[config.mk]
export PLATFORM = sky130hd
export DESIGN_NAME = fetch_stage_flat
export DESIGN_NICKNAME = d
export VERILOG_FILES = /design/src/rtl/mips_pkg.sv /design/src/rtl/fetch_stage_if.sv /design/src/rtl/fetch_queue.sv /design/src/rtl/fetch_stage.sv /design/src/flat_wrapper.sv
export SDC_FILE = /design/constraint.sdc
export NUM_CORES = 1
export LEC_CHECK = 0
export CAP_MARGIN = 10
export CORE_MARGIN = 8
export CORE_UTILIZATION = 45
export DETAILED_ROUTE_END_ITERATION = 6
export GPL_TIMING_DRIVEN = 0
export PLACE_DENSITY = 0.65
export SYNTH_ARGS = -nofsm -noshare
export SYNTH_HDL_FRONTEND = slang
export SYNTH_HIERARCHICAL = 1
export SYNTH_SLANG_ARGS = --single-unit
[constraint.sdc]
create_clock -name clk -period 9 [get_ports clk]
set_input_delay 2.25 -clock clk [delete_from_list [all_inputs] [get_ports clk]]
set_output_delay 2.25 -clock clk [all_outputs]
set_load 0.01 [all_outputs]
[src/rtl/mips_pkg.sv]
// mips_pkg: shared widths, reset fetch address and address helpers for the MIPS pipeline
package mips_pkg;
   localparam int INSTR_W = 32;
   localparam int ADDR_W  = 32;
   localparam logic [ADDR_W-1:0] DEFAULT_RESET_PC = 32'h0000_3000;

   function automatic logic [ADDR_W-1:0] word_align(input logic [ADDR_W-1:0] a);
      return {a[ADDR_W-1:2], 2'b00};
   endfunction
endpackage

[src/rtl/fetch_stage_if.sv]
// fetch_stage_if: decode control, instruction-memory channel and decode-facing output bundle
interface fetch_stage_if;
   import mips_pkg::*;
   logic               i_IF_pause;
   logic               i_IF_redirect;
   logic [ADDR_W-1:0]  i_IF_target;
   logic               o_IF_imemReq;
   logic [ADDR_W-1:0]  o_IF_imemAddr;
   logic               i_IF_imemReady;
   logic               i_IF_imemRvalid;
   logic [INSTR_W-1:0] i_IF_imemRdata;
   logic               o_IF_valid;
   logic [ADDR_W-1:0]  o_IF_pc;
   logic [INSTR_W-1:0] o_IF_instr;
   logic [ADDR_W-1:0]  o_IF_pcPlus4;

   modport master (
      input  i_IF_pause, i_IF_redirect, i_IF_target, i_IF_imemReady, i_IF_imemRvalid, i_IF_imemRdata,
      output o_IF_imemReq, o_IF_imemAddr, o_IF_valid, o_IF_pc, o_IF_instr, o_IF_pcPlus4
   );
   modport slave (
      output i_IF_pause, i_IF_redirect, i_IF_target, i_IF_imemReady, i_IF_imemRvalid, i_IF_imemRdata,
      input  o_IF_imemReq, o_IF_imemAddr, o_IF_valid, o_IF_pc, o_IF_instr, o_IF_pcPlus4
   );
endinterface

[src/rtl/fetch_queue.sv]
// fetch_queue: in-order slot queue; slots allocated at request accept, filled in order, popped at head
module fetch_queue
   import mips_pkg::*;
#(
   parameter int DEPTH = 4,
   localparam int CW = $clog2(DEPTH + 1)
) (
   input  logic               clk,
   input  logic               rstn,
   input  logic               flush_i,
   input  logic               alloc_i,
   input  logic [ADDR_W-1:0]  alloc_pc_i,
   input  logic               fill_i,
   input  logic [INSTR_W-1:0] fill_instr_i,
   input  logic               pop_i,
   output logic               head_valid_o,
   output logic [ADDR_W-1:0]  head_pc_o,
   output logic [INSTR_W-1:0] head_instr_o,
   output logic [CW-1:0]      alloc_cnt_o,
   output logic [CW-1:0]      unfilled_cnt_o
);
   localparam int PW = $clog2(DEPTH);

   logic [PW-1:0]      head_q, head_d, tail, fptr;
   logic [CW-1:0]      cnt_q, cnt_d, fcnt_q, fcnt_d;
   logic [ADDR_W-1:0]  pc_q    [DEPTH];
   logic [INSTR_W-1:0] instr_q [DEPTH];

   function automatic logic [PW-1:0] slot(input logic [PW-1:0] base, input logic [CW-1:0] off);
      logic [CW:0] s;
      s = (CW+1)'(base) + (CW+1)'(off);
      return (s >= (CW+1)'(DEPTH)) ? PW'(s - (CW+1)'(DEPTH)) : PW'(s);
   endfunction

   // filled slots are always contiguous from the head, so a filled count locates the fill pointer
   assign tail = slot(head_q, cnt_q);
   assign fptr = slot(head_q, fcnt_q);

   // next head pointer and occupancy; flush empties the queue outright
   always_comb begin
      head_d = flush_i ? '0 : pop_i ? slot(head_q, CW'(1)) : head_q;
      cnt_d  = flush_i ? '0 : cnt_q + CW'(alloc_i) - CW'(pop_i);
      fcnt_d = flush_i ? '0 : fcnt_q + CW'(fill_i) - CW'(pop_i);
   end

   // pointer and count registers
   always_ff @(posedge clk) begin
      if (!rstn) begin
         head_q <= '0;
         cnt_q  <= '0;
         fcnt_q <= '0;
      end else begin
         head_q <= head_d;
         cnt_q  <= cnt_d;
         fcnt_q <= fcnt_d;
      end
   end

   // slot payload storage; contents are only observed behind the filled count
   always_ff @(posedge clk) begin
      if (alloc_i && !flush_i) pc_q[tail] <= alloc_pc_i;
      if (fill_i && !flush_i) instr_q[fptr] <= fill_instr_i;
   end

   assign head_valid_o   = fcnt_q != '0;
   assign head_pc_o      = pc_q[head_q];
   assign head_instr_o   = instr_q[head_q];
   assign alloc_cnt_o    = cnt_q;
   assign unfilled_cnt_o = cnt_q - fcnt_q;
endmodule

[src/rtl/fetch_stage.sv]
// fetch_stage: MIPS IF stage; owns the fetch PC, issues credit-limited imem requests, drops stale responses after redirect
module fetch_stage
   import mips_pkg::*;
#(
   parameter logic [ADDR_W-1:0] RESET_PC = DEFAULT_RESET_PC,
   parameter int DEPTH = 4,
   localparam int CW = $clog2(DEPTH + 1)
) (
   input logic           clk,
   input logic           rstn,
   fetch_stage_if.master bus
);
   logic [ADDR_W-1:0]  pc_q, pc_d, head_pc, out_pc;
   logic [INSTR_W-1:0] head_instr;
   logic [CW-1:0]      drop_q, drop_d, alloc_cnt, unfilled_cnt;
   logic [CW:0]        credit, flush_drop;
   logic               req, accept, err, resp_ok, fill, pop, head_valid;

   // every slot plus every response still to be dropped holds one unit of the in-flight budget
   assign credit     = (CW+1)'(alloc_cnt) + (CW+1)'(drop_q);
   assign req        = rstn && (credit < (CW+1)'(DEPTH));
   assign accept     = req && bus.i_IF_imemReady;
   assign err        = bus.i_IF_imemRvalid && drop_q == '0 && unfilled_cnt == '0;
   assign resp_ok    = bus.i_IF_imemRvalid && !err;
   assign fill       = resp_ok && drop_q == '0 && !bus.i_IF_redirect;
   assign pop        = head_valid && !bus.i_IF_pause && !bus.i_IF_redirect;
   assign flush_drop = (CW+1)'(drop_q) + (CW+1)'(unfilled_cnt) + (CW+1)'(accept) - (CW+1)'(resp_ok);

   // on redirect everything still owed by memory from the old stream becomes drop debt
   always_comb begin
      pc_d   = bus.i_IF_redirect ? word_align(bus.i_IF_target) : accept ? pc_q + 32'd4 : pc_q;
      drop_d = bus.i_IF_redirect ? CW'(flush_drop) : drop_q - CW'(resp_ok && drop_q != '0);
   end

   // fetch PC and drop counter
   always_ff @(posedge clk) begin
      if (!rstn) begin
         pc_q   <= RESET_PC;
         drop_q <= '0;
      end else begin
         pc_q   <= pc_d;
         drop_q <= drop_d;
      end
   end

   a_no_orphan_resp: assert property (@(posedge clk) disable iff (!rstn) !err);

   fetch_queue #(.DEPTH(DEPTH)) u_queue (
      .clk           (clk),
      .rstn          (rstn),
      .flush_i       (bus.i_IF_redirect),
      .alloc_i       (accept && !bus.i_IF_redirect),
      .alloc_pc_i    (pc_q),
      .fill_i        (fill),
      .fill_instr_i  (bus.i_IF_imemRdata),
      .pop_i         (pop),
      .head_valid_o  (head_valid),
      .head_pc_o     (head_pc),
      .head_instr_o  (head_instr),
      .alloc_cnt_o   (alloc_cnt),
      .unfilled_cnt_o(unfilled_cnt)
   );

   assign out_pc            = head_valid ? head_pc : '0;
   assign bus.o_IF_imemReq  = req;
   assign bus.o_IF_imemAddr = pc_q;
   assign bus.o_IF_valid    = head_valid;
   assign bus.o_IF_pc       = out_pc;
   assign bus.o_IF_instr    = head_valid ? head_instr : '0;
   assign bus.o_IF_pcPlus4  = out_pc + 32'd4;
endmodule
[src/flat_wrapper.sv]
// flat-port wrapper written by rule: the top's interface ports become plain ports
module fetch_stage_flat import mips_pkg::*;
#(
   parameter logic [ADDR_W-1:0] RESET_PC = DEFAULT_RESET_PC,
   parameter int DEPTH = 4,
   localparam int CW = $clog2(DEPTH + 1)
)
  (clk, rstn, bus_i_IF_pause, bus_i_IF_redirect, bus_i_IF_target, bus_i_IF_imemReady, bus_i_IF_imemRvalid, bus_i_IF_imemRdata, bus_o_IF_imemReq, bus_o_IF_imemAddr, bus_o_IF_valid, bus_o_IF_pc, bus_o_IF_instr, bus_o_IF_pcPlus4);
  fetch_stage_if bus_i ();
  input logic clk;
  input logic rstn;
  input wire logic [$bits(bus_i.i_IF_pause)-1:0] bus_i_IF_pause;
  input wire logic [$bits(bus_i.i_IF_redirect)-1:0] bus_i_IF_redirect;
  input wire logic [$bits(bus_i.i_IF_target)-1:0] bus_i_IF_target;
  input wire logic [$bits(bus_i.i_IF_imemReady)-1:0] bus_i_IF_imemReady;
  input wire logic [$bits(bus_i.i_IF_imemRvalid)-1:0] bus_i_IF_imemRvalid;
  input wire logic [$bits(bus_i.i_IF_imemRdata)-1:0] bus_i_IF_imemRdata;
  output wire logic [$bits(bus_i.o_IF_imemReq)-1:0] bus_o_IF_imemReq;
  output wire logic [$bits(bus_i.o_IF_imemAddr)-1:0] bus_o_IF_imemAddr;
  output wire logic [$bits(bus_i.o_IF_valid)-1:0] bus_o_IF_valid;
  output wire logic [$bits(bus_i.o_IF_pc)-1:0] bus_o_IF_pc;
  output wire logic [$bits(bus_i.o_IF_instr)-1:0] bus_o_IF_instr;
  output wire logic [$bits(bus_i.o_IF_pcPlus4)-1:0] bus_o_IF_pcPlus4;
  assign bus_i.i_IF_pause = bus_i_IF_pause;
  assign bus_i.i_IF_redirect = bus_i_IF_redirect;
  assign bus_i.i_IF_target = bus_i_IF_target;
  assign bus_i.i_IF_imemReady = bus_i_IF_imemReady;
  assign bus_i.i_IF_imemRvalid = bus_i_IF_imemRvalid;
  assign bus_i.i_IF_imemRdata = bus_i_IF_imemRdata;
  assign bus_o_IF_imemReq = bus_i.o_IF_imemReq;
  assign bus_o_IF_imemAddr = bus_i.o_IF_imemAddr;
  assign bus_o_IF_valid = bus_i.o_IF_valid;
  assign bus_o_IF_pc = bus_i.o_IF_pc;
  assign bus_o_IF_instr = bus_i.o_IF_instr;
  assign bus_o_IF_pcPlus4 = bus_i.o_IF_pcPlus4;
  fetch_stage #(.RESET_PC(RESET_PC), .DEPTH(DEPTH)) u_core (.clk(clk), .rstn(rstn), .bus(bus_i));
endmodule
### Word-level counts from Yosys, hierarchy flattened

Memories as Yosys holds them, arrays and structs flattened. A register that Yosys moved wholly into a read port is not among the register bits.
Cells that the tools add are included.

| cells by class | value |
|---|---|
| $add $sub $neg | 18 |
| $lt $le $gt $ge | 4 |
| multiplexer cells | 16 |
| bitwise operators | 1 |
| reduce and logical (&&, ||, !) cells | 22 |

Operator list:

| kind | count |
|---|---|
| $mux 32 | 4 |
| $add 32x3->32 const B | 2 |
| $mux 2 | 7 |
| $logic_and 1x1->1 | 13 |
| $sub 3x1->3 | 4 |
| $add 3x1->3 | 3 |
| $add 2x3->4 | 2 |
| $ge 4x3->1 const B | 2 |
| $logic_not 3->1 | 2 |
| $reduce_bool 3->1 | 2 |
| $sub 2x1->2 const B | 3 |
| $add 3x3->4 | 1 |
| $lt 4x3->1 const B | 1 |
| $mux 1 | 4 |
| $add 2x1->3 const B | 1 |
| $add 3x3->3 | 1 |
| $ge 3x3->1 const B | 1 |
| $logic_not 1->1 | 3 |
| $mux 3 | 1 |
| $sub 3x3->3 | 1 |
| $reduce_bool 2->1 | 1 |
| $reduce_or 2->1 | 1 |
| $not 1->1 | 1 |

| storage, ports and cells | value |
|---|---|
| flip-flop bits (word level) | 43 |
| bits in writable memories | 256 |
| output and inout port bits | 130 |
| word-level logic and storage cells | 69 |
| memories | 2 |

Memory list:

| name | depth | width | rd ports | clocked after memory_dff | wr ports | RTL line | source |
|---|---|---|---|---|---|---|---|
| u_core.u_queue.instr_q | 4 | 32 | 1 | 1 | 1 | fetch_queue.sv:27 | `logic [INSTR_W-1:0] instr_q [DEPTH];` |
| u_core.u_queue.pc_q | 4 | 32 | 1 | 1 | 1 | fetch_queue.sv:26 | `logic [ADDR_W-1:0] pc_q [DEPTH];` |

### Longest topological paths before layout

| depth | value |
|---|---|
| word-level depth | 10 |
| depth in mapped cells | 16 |
| depth with buffers taken out | 16 |

### By module

The synthesis kept the hierarchy.

Modules (own cells, without submodules):

| module | instances | cells each | area an instance (um2) | seq. area each (um2) |
|---|---|---|---|---|
| fetch_queue | 1 | 392 | 9905.8 | 7887.6 |
| fetch_stage | 1 | 426 | 3251.9 | 660.6 |

### Worst setup path before layout

No wires, ideal clock.

| timing path | value |
|---|---|
| kind | input to register |
| start | input port rstn |
| end | memory u_core.u_queue.pc_q[2][0], enable pin |
| setup time | 0.513 ns |
| data arrival time | 6.772 ns |
| setup slack | 1.715 ns |
| cell stages on the path | 6 |
| cells stage by stage | buf_2 nor4b_4 nand3_2 clkbuf_1 nor2_1 nor4b_1 |

| on the way | value |
|---|---|
| cells in the longest elaborated chain, start to end | 6 |

RTL lines:

| item | RTL line | source |
|---|---|---|
| start: declaration | flat_wrapper.sv:11 | `input logic rstn;` |
| $logic_and 1x1->1 | fetch_stage.sv:21 | `assign req = rstn && (credit < (CW+1)'(DEPTH));` |
| $logic_and 1x1->1 | fetch_stage.sv:22 | `assign accept = req && bus.i_IF_imemReady;` |
| $logic_and 1x1->1 | fetch_stage.sv:52 | `.alloc_i (accept && !bus.i_IF_redirect),` |
| $logic_and 1x1->1 | fetch_queue.sv:61 | `if (alloc_i && !flush_i) pc_q[tail] <= alloc_pc_i;` |
| $mux 1 | fetch_queue.sv:61 |  |
| $mux 1 (implied by the code) | fetch_queue.sv:61 |  |
| end: declaration | fetch_queue.sv:26 |  |

Every way passes these cells.

### Final worst setup path

| timing path | value |
|---|---|
| start | register u_core.u_queue.fcnt_q[1] |
| end | output port bus_o_IF_pcPlus4[30] |

| on the way | value |
|---|---|
| cells in the longest elaborated chain, start to end | 3 |

RTL lines:

| item | RTL line | source |
|---|---|---|
| start: declaration | fetch_queue.sv:25 | `logic [CW-1:0] cnt_q, cnt_d, fcnt_q, fcnt_d;` |
| start signal: assignment | fetch_queue.sv:55 | `fcnt_q <= fcnt_d;` |
| $reduce_bool 3->1 | fetch_queue.sv:65 | `assign head_valid_o = fcnt_q != '0;` |
| $mux 32 | fetch_stage.sv:64 | `assign out_pc = head_valid ? head_pc : '0;` |
| $add 32x3->32 | fetch_stage.sv:70 | `assign bus.o_IF_pcPlus4 = out_pc + 32'd4;` |
| end: declaration | flat_wrapper.sv:23 | `output wire logic [$bits(bus_i.o_IF_pcPlus4)-1:0] bus_o_IF_pcPlus4;` |

Every way passes these cells.

==> impl_results.md <==
- Gr ovfl total: 0
- All-Layer GR Usage: between 15 and 20%
- CTS Buffer Depth: 3
- Row count: 62
- Cell mode on critical path: clkbuf_1
- Finished Layout Cells: about 1500
- Share of cells above drive strength 1: between 10% and 20%
- VDD IR max: about 150 uV
- R2r worst-path depth: 11
- Worst skew pair latency: about 0.55 ns
- CP Capture Type: output port
- Mapped Area: about 13000 um2
- Hold_buf cts: 0
- Arr. time, crit path: slightly below 6 ns
- Most used flip-flop cell after synthesis: edfxtp_1
- Routability cong.: between 0.8 and 0.9
- Vias in the first global route: a little over 8000
- Post-cts resize count: 0
- Final Cell Area: approximately 17000 um2
- PortBufs: around 200
- CTS Root Buffer Type: clkbuf_16
- Headroom to the max-slew limit: roughly 27%
- Largest net degree at the start of global routing: 33
- Starting Density: roughly 46%
- Initial antenna violation count: 1
- Io pins: 200
- Postcts setup bufs: 0
- Setup Viol. Count Final: 0
- Crit Reg-Reg Endpoint: u_core/u_queue/fcnt_q[2]
- Worst setup path start: u_core/u_queue/fcnt_q[1]
- Ys Warns: 6
- Most frequent cells in the layout: edfxtp_1, clkdlybuf4s50_1, and2_1, mux4_2, dfxtp_1
- Most common cell after layout, fill and taps aside: edfxtp_1
- Crit-path max cell delay: ~0.60 ns
- Post-synth EDFFs: about 260
- Worst slew pin tran: around 1.1 ns
- DRT iter0 DRCs: 527
- Dpl cells: 1420
- Tmin final: ~8.1 ns
- Fin crit share: approximately nine tenths
- Clock sink count: about 300
- Asr flop ratio synth: 0%
- Diodes inserted: 0
- Clock slew at reported path FFs: 0.06 ns
- First-pass GRT wire length: 48500 um
- Total power: about 0.003 W
- Worst Path Max Fanout: 10
- Post-DR vias/cell: around 5.4
- Nets@finish: around 1200
- Die area: roughly 35000 um2
- Status: complete, no violations
- Lkg Pwr: between 5 and 6 nW
- CTS tree: done
- Number of buffers created by CTS: 30
- Mean Syn Cell Area: between 15 and 20 um2
- DP Area: around 16000 um2
- Pwr Density: about 180 nW/um2
- Layout Utilization: 58.2%
- Final Hold Viols: 0
- Clock Skew: about 0.018 ns
- R2R setup slack: slightly below 5 ns
- Crit Path Class: reg -> out
- Drt drc: 0
- Setup total negative slack: 0 ns
- Drt wl/cell: 21.3 um
- WP data required: 6.75 ns
- Total wire length: between 30000 and 40000 um
- Die width: roughly 190 um
- Drt pass-1 iters: 5
- Area delta synth->final: 27.2%
- Startpoint Class: flop
- Critical path's slowest cell: or3_1
- Hold Path Class: reg -> reg
- Crit Reg-Reg Startpoint: u_core/u_queue/fcnt_q[1]
- Core area: around 29000 um2
- Filler cells: between 2000 and 2500
- Hold Path End: u_core/u_queue/pc_q[2][17]
- Cells after Synth: 818
- Worst hold stages: 0
- HP Start: u_core/bus.o_IF_imemAddr[17]
- Cells traversed along the worst timing path: or3_1 -> clkbuf_1 -> clkbuf_1 -> clkbuf_1 -> nand2_1 -> inv_1 -> ha_1 -> nand3_1 -> nor3_1 -> nand4_1 -> nor4_1 -> xor2_1 -> clkdlybuf4s50_1
- H-tree lvl count: 1
- Max_cap viols: 0
- Hpwl dp: 22300 um
- Final ANT Viol Nets: 0
- RSZ-0062 raised after global routing: no
- Highest attainable clock frequency: approximately 120 MHz
- Yosys cell types: 63
- #FFs+latches synth: ~300
- Fin. max-slew vios: 0
- Vias: 7900
- Die height: around 190 um
- Sequential fraction of the synthesis area: between 60 and 70%
==> kinds of logic (layout without fill, tap and decap cells) <==
kind of cell,after synthesis,count (layout),synth area share (%)
xor+xnor,61,61,4.49
buf+inv,66,329,2.66
simple gates,243,243,11.4
fa+ha+maj,20,20,2.13
mux,65,65,11.0
compound gates,63,63,3.33
flops,299,299,65.0
other cells,1,10,0.0285
==> worst max-delay path: cells and delay by family, from the launching register on <==
kind                       cells  cell delay, ns
and+or+nand+nor                6            2.29
buffers and inverters          5            2.03
DFF                            1            0.49
adders and majority gates      1            0.26
xor gates and xnor gates       1            0.17
==> area by class of cell <==
cell class              instances  area, um2  share of cell area, %
plain buffers                  43        264                   1.58
clock inverters                11        139                  0.830
multi-input cells             462       4320                   25.8
well taps                     384        480                   2.87
clock buffers                  43        810                   4.84
repair buffers                209       2090                   12.5
inverters                      23       86.3                  0.516
flip-flops and latches        299       8550                   51.1
==> where the power goes <==
group | internal [W] | total, W | switching (W)
logic | 0.000115 | 0.000220 | 0.000105
clock network | 0.000708 | 0.00120 | 0.000491
registers | 0.00153 | 0.00157 | 0.0000410
==> synthesized netlist by cell type (2+ instances only) <==
master	number	area [um2]
and4bb_2	3	37.5
o311a_1	3	30.0
o211a_1	11	110
nand2_1	31	116
buf_6	8	90.1
and2_0	2	12.5
clkbuf_1	19	71.3
xnor2_1	32	280
mux4_2	64	1440
and3_1	11	68.8
and4b_1	2	20.0
ha_1	16	200
nand3_1	29	145
a21oi_1	13	65.1
xnor3_1	3	67.6
o21ai_0	17	85.1
nor4_1	8	50.1
fa_1	4	80.1
buf_4	4	30.0
nor2_1	18	67.6
edfxtp_1	256	7690
nand4_1	12	75.1
and4_1	6	52.6
buf_2	8	40.0
nor4_4	3	63.8
o31ai_1	4	30.0
nand2b_1	12	75.1
or3_1	3	18.8
xor2_1	25	219
dfxtp_1	43	861
nor4b_1	3	26.3
inv_1	23	86.3
buf_1	2	7.51
nor3_1	15	75.1
nor4_2	2	25.0
a221oi_1	2	17.5
and2_1	72	450
o21ai_1	2	10.0
a31oi_1	3	18.8
==> metrics by stage <==
stage / setup slack (ns) / hold slack, ns
after detailed placement: 1.55 / 0.587
final: 0.941 / 0.599
after CTS: 0.948 / 0.591
after global placement: -1.84 / 0.572
after global routing: 0.516 / 0.604
after floorplan: 1.71 / 0.535
==> metal layers <==
layer | part of all wire, % | GRT usage, %
met1 | 44 | 24.3
met2 | 48 | 29.1
met3 | 6.0 | 2.93
met4 | 1.9 | 4.22
met5 | 0 | 0
==> flip-flops by register name (all words and copies together) (netlist names), named ones only <==
register and flops:
u_core/bus.o_IF_imemAddr 30, u_core/drop_q 3, u_core/u_queue/alloc_cnt_o 3, u_core/u_queue/fcnt_q 3, u_core/u_queue/head_q 2, u_core/u_queue/instr_q 128, u_core/u_queue/pc_q 128
==> worst max path at each step <==
| stage | endpoint | slack (ns) |
|---|---|---|
| after floorplan | u_core/u_queue/pc_q[2][0] | 1.71 |
| after global placement | u_core/u_queue/pc_q[2][7] | -1.84 |
| after detailed placement | bus_o_IF_pcPlus4[30] | 1.55 |
| after CTS | bus_o_IF_pcPlus4[30] | 0.95 |
| after global routing | bus_o_IF_pcPlus4[30] | 0.52 |
| final | bus_o_IF_pcPlus4[30] | 0.94 |
No activity file was read; power rests on OpenSTA's default activity.
